**src/rtl/capture_pkg.sv**
```systemverilog
// Shared definitions for the logic-capture blocks: default widths and the readout FSM encoding.
// CAPTURE_READOUT_CHECKSUM_EN adds the CHK state used to send the trailing XOR byte.
package capture_pkg;

    localparam int ADDR_W_DEF = 12;
    localparam int DATA_W_DEF = 8;

    // Explicit values keep the encoding identical whether or not CHK is built in
    typedef enum logic [2:0] {
        ST_IDLE = 3'd0,
        ST_READ = 3'd1,
        ST_WAIT = 3'd2,
        ST_SEND = 3'd3,
`ifdef CAPTURE_READOUT_CHECKSUM_EN
        ST_CHK  = 3'd4,
`endif
        ST_DONE = 3'd5
    } state_t;

endpackage

```
**src/rtl/capture_readout.sv**
```systemverilog
// Streams a finished capture out of sample RAM, oldest sample first, over a valid/ready byte port.
// Define CAPTURE_READOUT_CHECKSUM_EN to append a running-XOR checksum byte after the last sample.
module capture_readout
    import capture_pkg::*;
#(
    parameter int ADDR_W = ADDR_W_DEF,
    parameter int DATA_W = DATA_W_DEF
) (
    input  logic              clk,
    input  logic              reset,
    input  logic              start,
    input  logic              abort,
    input  logic [ADDR_W-1:0] base_addr,
    input  logic [ADDR_W:0]   count,
    output logic              busy,
    output logic              done,
    output logic              ram_en,
    output logic [ADDR_W-1:0] ram_addr,
    input  logic [DATA_W-1:0] ram_dout,
    output logic [DATA_W-1:0] tx_data,
    output logic              tx_valid,
    input  logic              tx_ready
);

    localparam logic [ADDR_W:0] DEPTH = {1'b1, {ADDR_W{1'b0}}};
    localparam logic [ADDR_W:0] ONE   = {{ADDR_W{1'b0}}, 1'b1};

`ifdef CAPTURE_READOUT_CHECKSUM_EN
    localparam state_t ST_LAST = ST_CHK;
`else
    localparam state_t ST_LAST = ST_DONE;
`endif

    state_t              state_reg, state_next;
    logic [ADDR_W-1:0]   addr_reg, addr_next;
    logic [ADDR_W:0]     rem_reg, rem_next;
    logic [DATA_W-1:0]   data_reg, data_next;
    logic [ADDR_W:0]     count_clamp;

`ifdef CAPTURE_READOUT_CHECKSUM_EN
    logic [DATA_W-1:0]   xor_reg, xor_next;
`endif

    // A count larger than the buffer would re-send samples, so clamp to one full lap
    assign count_clamp = (count > DEPTH) ? DEPTH : count;

    always_ff @(posedge clk) begin
        if (reset) begin
            state_reg <= ST_IDLE;
            addr_reg  <= '0;
            rem_reg   <= '0;
            data_reg  <= '0;
`ifdef CAPTURE_READOUT_CHECKSUM_EN
            xor_reg   <= '0;
`endif
        end else begin
            state_reg <= state_next;
            addr_reg  <= addr_next;
            rem_reg   <= rem_next;
            data_reg  <= data_next;
`ifdef CAPTURE_READOUT_CHECKSUM_EN
            xor_reg   <= xor_next;
`endif
        end
    end

    always_comb begin
        state_next = state_reg;
        addr_next  = addr_reg;
        rem_next   = rem_reg;
        data_next  = data_reg;
`ifdef CAPTURE_READOUT_CHECKSUM_EN
        xor_next   = xor_reg;
`endif
        case (state_reg)
            ST_IDLE: begin
                if (start && !abort) begin
                    addr_next  = base_addr;
                    rem_next   = count_clamp;
`ifdef CAPTURE_READOUT_CHECKSUM_EN
                    xor_next   = '0;
`endif
                    state_next = (count_clamp == '0) ? ST_LAST : ST_READ;
                end
            end
            ST_READ: state_next = ST_WAIT;
            ST_WAIT: begin
                data_next  = ram_dout;
                state_next = ST_SEND;
            end
            ST_SEND: begin
                if (tx_ready) begin
                    addr_next  = addr_reg + 1'b1;
                    rem_next   = rem_reg - ONE;
`ifdef CAPTURE_READOUT_CHECKSUM_EN
                    xor_next   = xor_reg ^ data_reg;
`endif
                    state_next = (rem_reg == ONE) ? ST_LAST : ST_READ;
                end
            end
`ifdef CAPTURE_READOUT_CHECKSUM_EN
            ST_CHK: begin
                if (tx_ready) state_next = ST_DONE;
            end
`endif
            ST_DONE: state_next = ST_IDLE;
            default: state_next = ST_IDLE;
        endcase
        // Abort overrides everything, including a pending handshake
        if (abort && (state_reg != ST_IDLE)) state_next = ST_IDLE;
    end

    always_comb begin
        busy     = 1'b0;
        done     = 1'b0;
        ram_en   = 1'b0;
        tx_valid = 1'b0;
        tx_data  = data_reg;
        ram_addr = addr_reg;
        case (state_reg)
            ST_READ: begin
                busy   = 1'b1;
                ram_en = 1'b1;
            end
            ST_WAIT: busy = 1'b1;
            ST_SEND: begin
                busy     = 1'b1;
                tx_valid = 1'b1;
            end
`ifdef CAPTURE_READOUT_CHECKSUM_EN
            ST_CHK: begin
                busy     = 1'b1;
                tx_valid = 1'b1;
                tx_data  = xor_reg;
            end
`endif
            ST_DONE: done = 1'b1;
            default: ;
        endcase
    end

endmodule

```
**config.mk**
```make
export PLATFORM = sky130hd
export DESIGN_NAME = capture_readout
export DESIGN_NICKNAME = d
export VERILOG_FILES = /design/src/rtl/capture_pkg.sv /design/src/rtl/capture_readout.sv
export SDC_FILE = /design/constraint.sdc
export NUM_CORES = 1
export LEC_CHECK = 0
export ABC_AREA = 1
export CELL_PAD_IN_SITES_DETAIL_PLACEMENT = 0
export CELL_PAD_IN_SITES_GLOBAL_PLACEMENT = 2
export CORE_MARGIN = 4
export CORE_UTILIZATION = 26
export CTS_CLUSTER_DIAMETER = 120
export DETAILED_ROUTE_END_ITERATION = 7
export PLACE_DENSITY_LB_ADDON = 0.1
export SLEW_MARGIN = 25
export SYNTH_ARGS = -nofsm -noshare
export SYNTH_HDL_FRONTEND = slang
export SYNTH_SLANG_ARGS = --single-unit
export TNS_END_PERCENT = 10
```
**constraint.sdc**
```tcl
create_clock -name clk -period 2.5 [get_ports clk]
set_clock_uncertainty 0.05 [all_clocks]
set_input_delay 0.5 -clock clk [delete_from_list [all_inputs] [get_ports clk]]
set_output_delay 0.5 -clock clk [all_outputs]
set_load 0.02 [all_outputs]
```
==> Word-level counts from Yosys, hierarchy flattened <==
Cells that the tools add are included.
{ "classes": {"n_lt_le_gt_ge": 1, "mux": 16, "n_addsub": 2, "n_reduce_logical": 11, "n_eq_ne": 7} }
{ "ops": {"columns": ["op", "count"], "rows": [
  ["$mux 13", 3],
  ["$pmux 13 s2", 1],
  ["$mux 12", 2],
  ["$pmux 12 s2", 1],
  ["$eq 13x1->1 const B", 1],
  ["$gt 13x13->1 const B", 1],
  ["$logic_not 13->1", 1],
  ["$sub 13x1->13 const B", 1],
  ["$add 12x1->12 const B", 1],
  ["$mux 3", 4],
  ["$pmux 3 s4", 1],
  ["$eq 3x2->1 const B", 2],
  ["$mux 1", 4],
  ["$ne 2x2->1 const B", 2],
  ["$eq 3x1->1 const B", 1],
  ["$eq 3x3->1 const B", 1],
  ["$logic_not 3->1", 1],
  ["$reduce_and 3->1", 1],
  ["$reduce_bool 3->1", 1],
  ["$reduce_or 3->1", 1],
  ["$logic_and 1x1->1", 2],
  ["$reduce_and 2->1", 1],
  ["$reduce_bool 2->1", 1],
  ["$reduce_or 2->1", 1],
  ["$logic_not 1->1", 1]
]} }
{ "totals": {"register_bits": 36, "in_bits": 38, "wordCells": 41, "output_inout_bits": 24} }

==> Logic depth before layout (Yosys ltp) <==
Gate-level depths: netlist of run 1.
{ "logic_depth": {"depth_word": 6, "ltp_mapped": 11, "ltp_nobuf": 10} }

==> Least setup slack after synthesis of run 1 <==
Ideal clock, no wire load.
{ "synth_path": {"path_type": "reg-to-reg", "start": "register addr_reg[0], in the netlist ram_addr[0]", "end": "register addr_reg[8], in the netlist ram_addr[8]", "stages_incl_launch_ff": 11, "t_required_ns": 2.335, "path_buffers": 0, "setup_slack_ns": 0.810, "setup_time_ns": 0.115, "period_less_slack_ns": 1.690, "arrival_ns": 1.525, "path_cell_list": "dfxtp_1 > ha_1 > nand3_1 > nor2_1 > nand3_1 > nor2_1 > nand2_1 > o21ai_0 > nand2_1 > nand2_1 > nor2_1"} }
{ "synth_via": {"elab_chain_cells": 3} }
{ "synth_rtl": {"columns": ["element", "line_no", "text"], "rows": [
  ["start, declared", "capture_readout.sv:35", "logic [ADDR_W-1:0] addr_reg, addr_next;"],
  ["start signal, assigned", "capture_readout.sv:58", "addr_reg <= addr_next;"],
  ["$add 12x1->12", "capture_readout.sv:93", "addr_next = addr_reg + 1'b1;"],
  ["$mux 12", "capture_readout.sv:92", "if (tx_ready) begin"],
  ["$pmux 12 s2", "capture_readout.sv:75", "case (state_reg)"]
]} }
No other way between the ends. The select of a mux whose other input is x is not followed.
A chain may end at the register's enable or synchronous reset.

==> Worst setup path in the final report of run 1 <==
{ "layout_path": {"start": "register state_reg[0]", "end": "output port tx_valid"} }
{ "layout_via": {"elab_chain_cells": 2} }
{ "layout_rtl": {"columns": ["element", "line_no", "text"], "rows": [
  ["start, declared", "capture_readout.sv:34", "state_t state_reg, state_next;"],
  ["start signal, assigned", "capture_readout.sv:57", "state_reg <= state_next;"],
  ["$eq 3x2->1", "capture_readout.sv:120", "case (state_reg)"],
  ["$mux 1", "capture_readout.sv:120", null],
  ["end, declared", "capture_readout.sv:21", "output logic tx_valid,"]
]} }
No other way between the ends.

==> metrics.csv, run 1 <==
stage,metric,value,unit
outcome,outcome,"complete, no violations",
sta,Tmin final,2.15,ns
critical_path,Register-to-Register Setup Slack,0.59,ns
critical_path,Crit Path Class,flop to output pin,
global_routing,global route overflow,0,
finish,Area growth syn-to-layout,38.7,%
critical_path,CP required,1.95,ns
global_routing,largest net degree at the start of global routing,35,
clock_tree,worst-case clock buffer depth,2,
floorplanning,die height,99.7,um
finish,fill cell total of the finished layout,942,
pwr,Static Leak,1.25,nW
critical_path,R2R Path End,ram_addr[8],
worst_hold_path,Hold Crit Start,rem_reg[8],
routing,via/cell ratio,4.57,
floorplanning,Core Area,0.00822,mm2
sta,Final period util,85.9,%
clock_tree,CTS tree,yes,
place,PortBufs,61,
synthesis,synth top area cells,"dfxtp_1 33%, nand2_1 18%, nor2_1 9.6%, nand3_1 8.0%, a21oi_1 6.9%",
sta,RSZ-0062 raised after global routing,no,
pwr,Combinational Power Share,45.7,%
finish,layout cells sized above 1,6.15,%
sta,Max Fclk,466,MHz
routing,drt first pass iters,4,
critical_path,reg2reg start,ram_addr[0],
clock_tree,H-tree depth,2,
floorplanning,Starting Density,26.6,%
finish,max reg flops,13,
pwr,internal power,1.53,mW
synthesis,number of synthesized flops with an enable pin,0,
clock_tree,hold buffers post-CTS,0,
synthesis,post-synth cell types,26,
global_routing,first-pass GRT wire length,11700,um
synthesis,top-area cell type share of the netlist area,33.0,%
floorplanning,Top Ports,62,
synthesis,Yosys Warn Count,0,
worst_hold_path,Hold Path Cell Cnt,2,
critical_path,"Max FO, Critical Path",4,
routing,number of remaining DRC errors,0,
sta,Final setup viols,0,
worst_hold_path,Hold EP,rem_reg[8],
worst_hold_path,Hold Crit Class,flop to flop,
critical_path,Worst R2R Path Depth,10,
critical_path,crit path DAT,1.60,ns
pwr,Reg power frac,32.1,%
clock_tree,clock tree sinks,36,
pwr,P_sw,1.07,mW
routing,antenna-violating nets left,0,
sta,Rel. slew slack,49.7,%
sta,Pins Over Slew Limit,0,
pwr,switching part of the total,41.1,%
pwr,Final Power,2.60,mW
sta,measured slew at the worst slew-check pin,0.749,ns
clock_tree,Clock Pin Slew Worst Setup and Hold Paths,0.08,ns
flow_run,number of max-cap violations,0,
pwr,Peak VDD IR,0.337,mV
synthesis,syn nets,402,
sta,Final Hold Viols,0,
clock_tree,cts bufs inserted,5,
synthesis,sequential area share after synthesis,33.0,%
finish,fin nets,463,
synthesis,Async SR Flop Fraction,0,%
global_routing,GR Util All Layers,14.5,%
clock_tree,post-CTS sizing,0,
place,GP Congestion,0.744,
synthesis,most common cell in the netlist,nand2_1,
clock_tree,Root Driver,clkbuf_8,
synthesis,Synth top cells by count,"102 x nand2_1, 56 x nor2_1, 36 x dfxtp_1",
sta,Setup TNS,0,ns
synthesis,synthesized flop and latch total,36,
floorplanning,Die W,99.7,um
finish,diodes inserted,0,
routing,routed vias,2412,
routing,WL per Instance,13.3,um
global_routing,initial antenna violation count,0,
routing,drt total wl,7010,um
place,post-detail-place hpwl,5170,um
critical_path,Worst Setup End Kind,output pin,
synthesis,syn_area_per_cell,6.05,um2
pwr,Clock power frac,22.2,%
routing,initial DRC count,66,
floorplanning,num rows,33,
floorplanning,die footprint,0.00994,mm2
critical_path,crit start category,flop,
synthesis,Synth area leader,dfxtp_1,
pwr,Pwr Density,857,mW/mm2
synthesis,Synth Flop Type,dfxtp_1,
global_routing,vias in the first global route,2368,
clock_tree,clk_lat worst skew,0.29,ns
synthesis,post-synthesis instance total,361,
synthesis,Post-Syn Area,0.00219,mm2
clock_tree,post-CTS setup buffers,0,
-- placed cells by master, fill, tap and decap left out, types with 4 or more instances in the layout --
| cell type | instances |
|---|---|
| clkdlybuf4s50_1 | 61 |
| nand2_1 | 102 |
| clkbuf_8 | 7 |
| nor3_1 | 6 |
| inv_1 | 29 |
| a21oi_1 | 30 |
| nand4_1 | 5 |
| nand3_1 | 35 |
| or2_2 | 4 |
| dfxtp_1 | 36 |
| buf_4 | 6 |
| inv_2 | 4 |
| nor2_1 | 56 |
| o21ai_0 | 21 |
-- layer usage --
layer | wire length [um] | vias up | GRT usage [%]
met3 | 264 | 4 | 3.02
met5 | 0 | - | 0
met4 | 53 | 0 | 3.47
met1 | 3580 | 1087 | 20.3
li1 | - | 1285 | -
met2 | 3100 | 36 | 22.7
-- per-stage QoR --
stage          setup WS, ns  instances  hold WS [ns]  cell area [um2]  util [%]
2_1_floorplan         0.810        361         0.393             2190         -
3_3_place_gp          0.361        520         0.407             2910      35.4
4_1_cts               0.294        528         0.423             3030      36.9
6_report              0.352        528         0.422             3030      36.9
3_5_place_dp          0.376        520         0.411             2910      35.4
5_1_grt               0.208        528         0.446             3030      36.9
-- area by class of cell --
| cell class | count | area (um2) | share of cell area [%] |
|---|---|---|---|
| repair buffers | 67 | 656 | 21.6 |
| clock inverters | 1 | 30.0 | 0.991 |
| multi-input cells | 279 | 1270 | 42.0 |
| clock buffers | 7 | 96.3 | 3.18 |
| flip-flops and latches | 36 | 721 | 23.8 |
| inverters | 33 | 124 | 4.09 |
| well taps | 105 | 131 | 4.33 |
-- power by group through the flow --
stage	Sequential (mW)	Clock [mW]	Combinational [mW]
floorplan	0.918	0	0.688
global placement	0.846	0	1.21
detailed placement	0.844	0	1.20
CTS	0.833	0.598	1.21
global route	0.863	0.624	1.34
finish	0.834	0.576	1.19
-- critical path, cell delays in order, from the launching register on --
cell and delay, ns:
dfxtp_1 0.39, nand2_2 0.09, nor2_4 0.15, clkdlybuf4s50_1 0.67
-- cell families after synthesis --
| family | synth area share, % |
|---|---|
| xor+xnor | 0.401 |
| buf+inv | 8.76 |
| flops | 33.0 |
| fa+ha+maj | 1.72 |
| simple gates | 41.2 |
| compound gates | 14.9 |
-- how the worst max path moves through the flow --
stage                 start     endpoint  slack (ns)  cells past startpoint
2_1_floorplan   ram_addr[0]  ram_addr[8]        0.81                     10
3_3_place_gp      count[10]   rem_reg[2]        0.36                      9
3_5_place_dp      count[10]   rem_reg[2]        0.38                      9
4_1_cts        state_reg[0]     tx_valid        0.29                      3
5_1_grt        state_reg[0]         busy        0.21                      3
6_report       state_reg[0]     tx_valid        0.35                      3
Note: power is estimated with default switching activity, not from simulation.
==> run 2, diff against run 1 <==
--- a/config.mk
+++ b/config.mk
@@ -6,6 +6,7 @@
 export NUM_CORES = 1
 export LEC_CHECK = 0
 export ABC_AREA = 1
+export CAP_MARGIN = 0
 export CELL_PAD_IN_SITES_DETAIL_PLACEMENT = 0
 export CELL_PAD_IN_SITES_GLOBAL_PLACEMENT = 2
 export CORE_MARGIN = 4
==> results of run 2 <==
Final layout, timing and power as in run 1 (identical DEF).
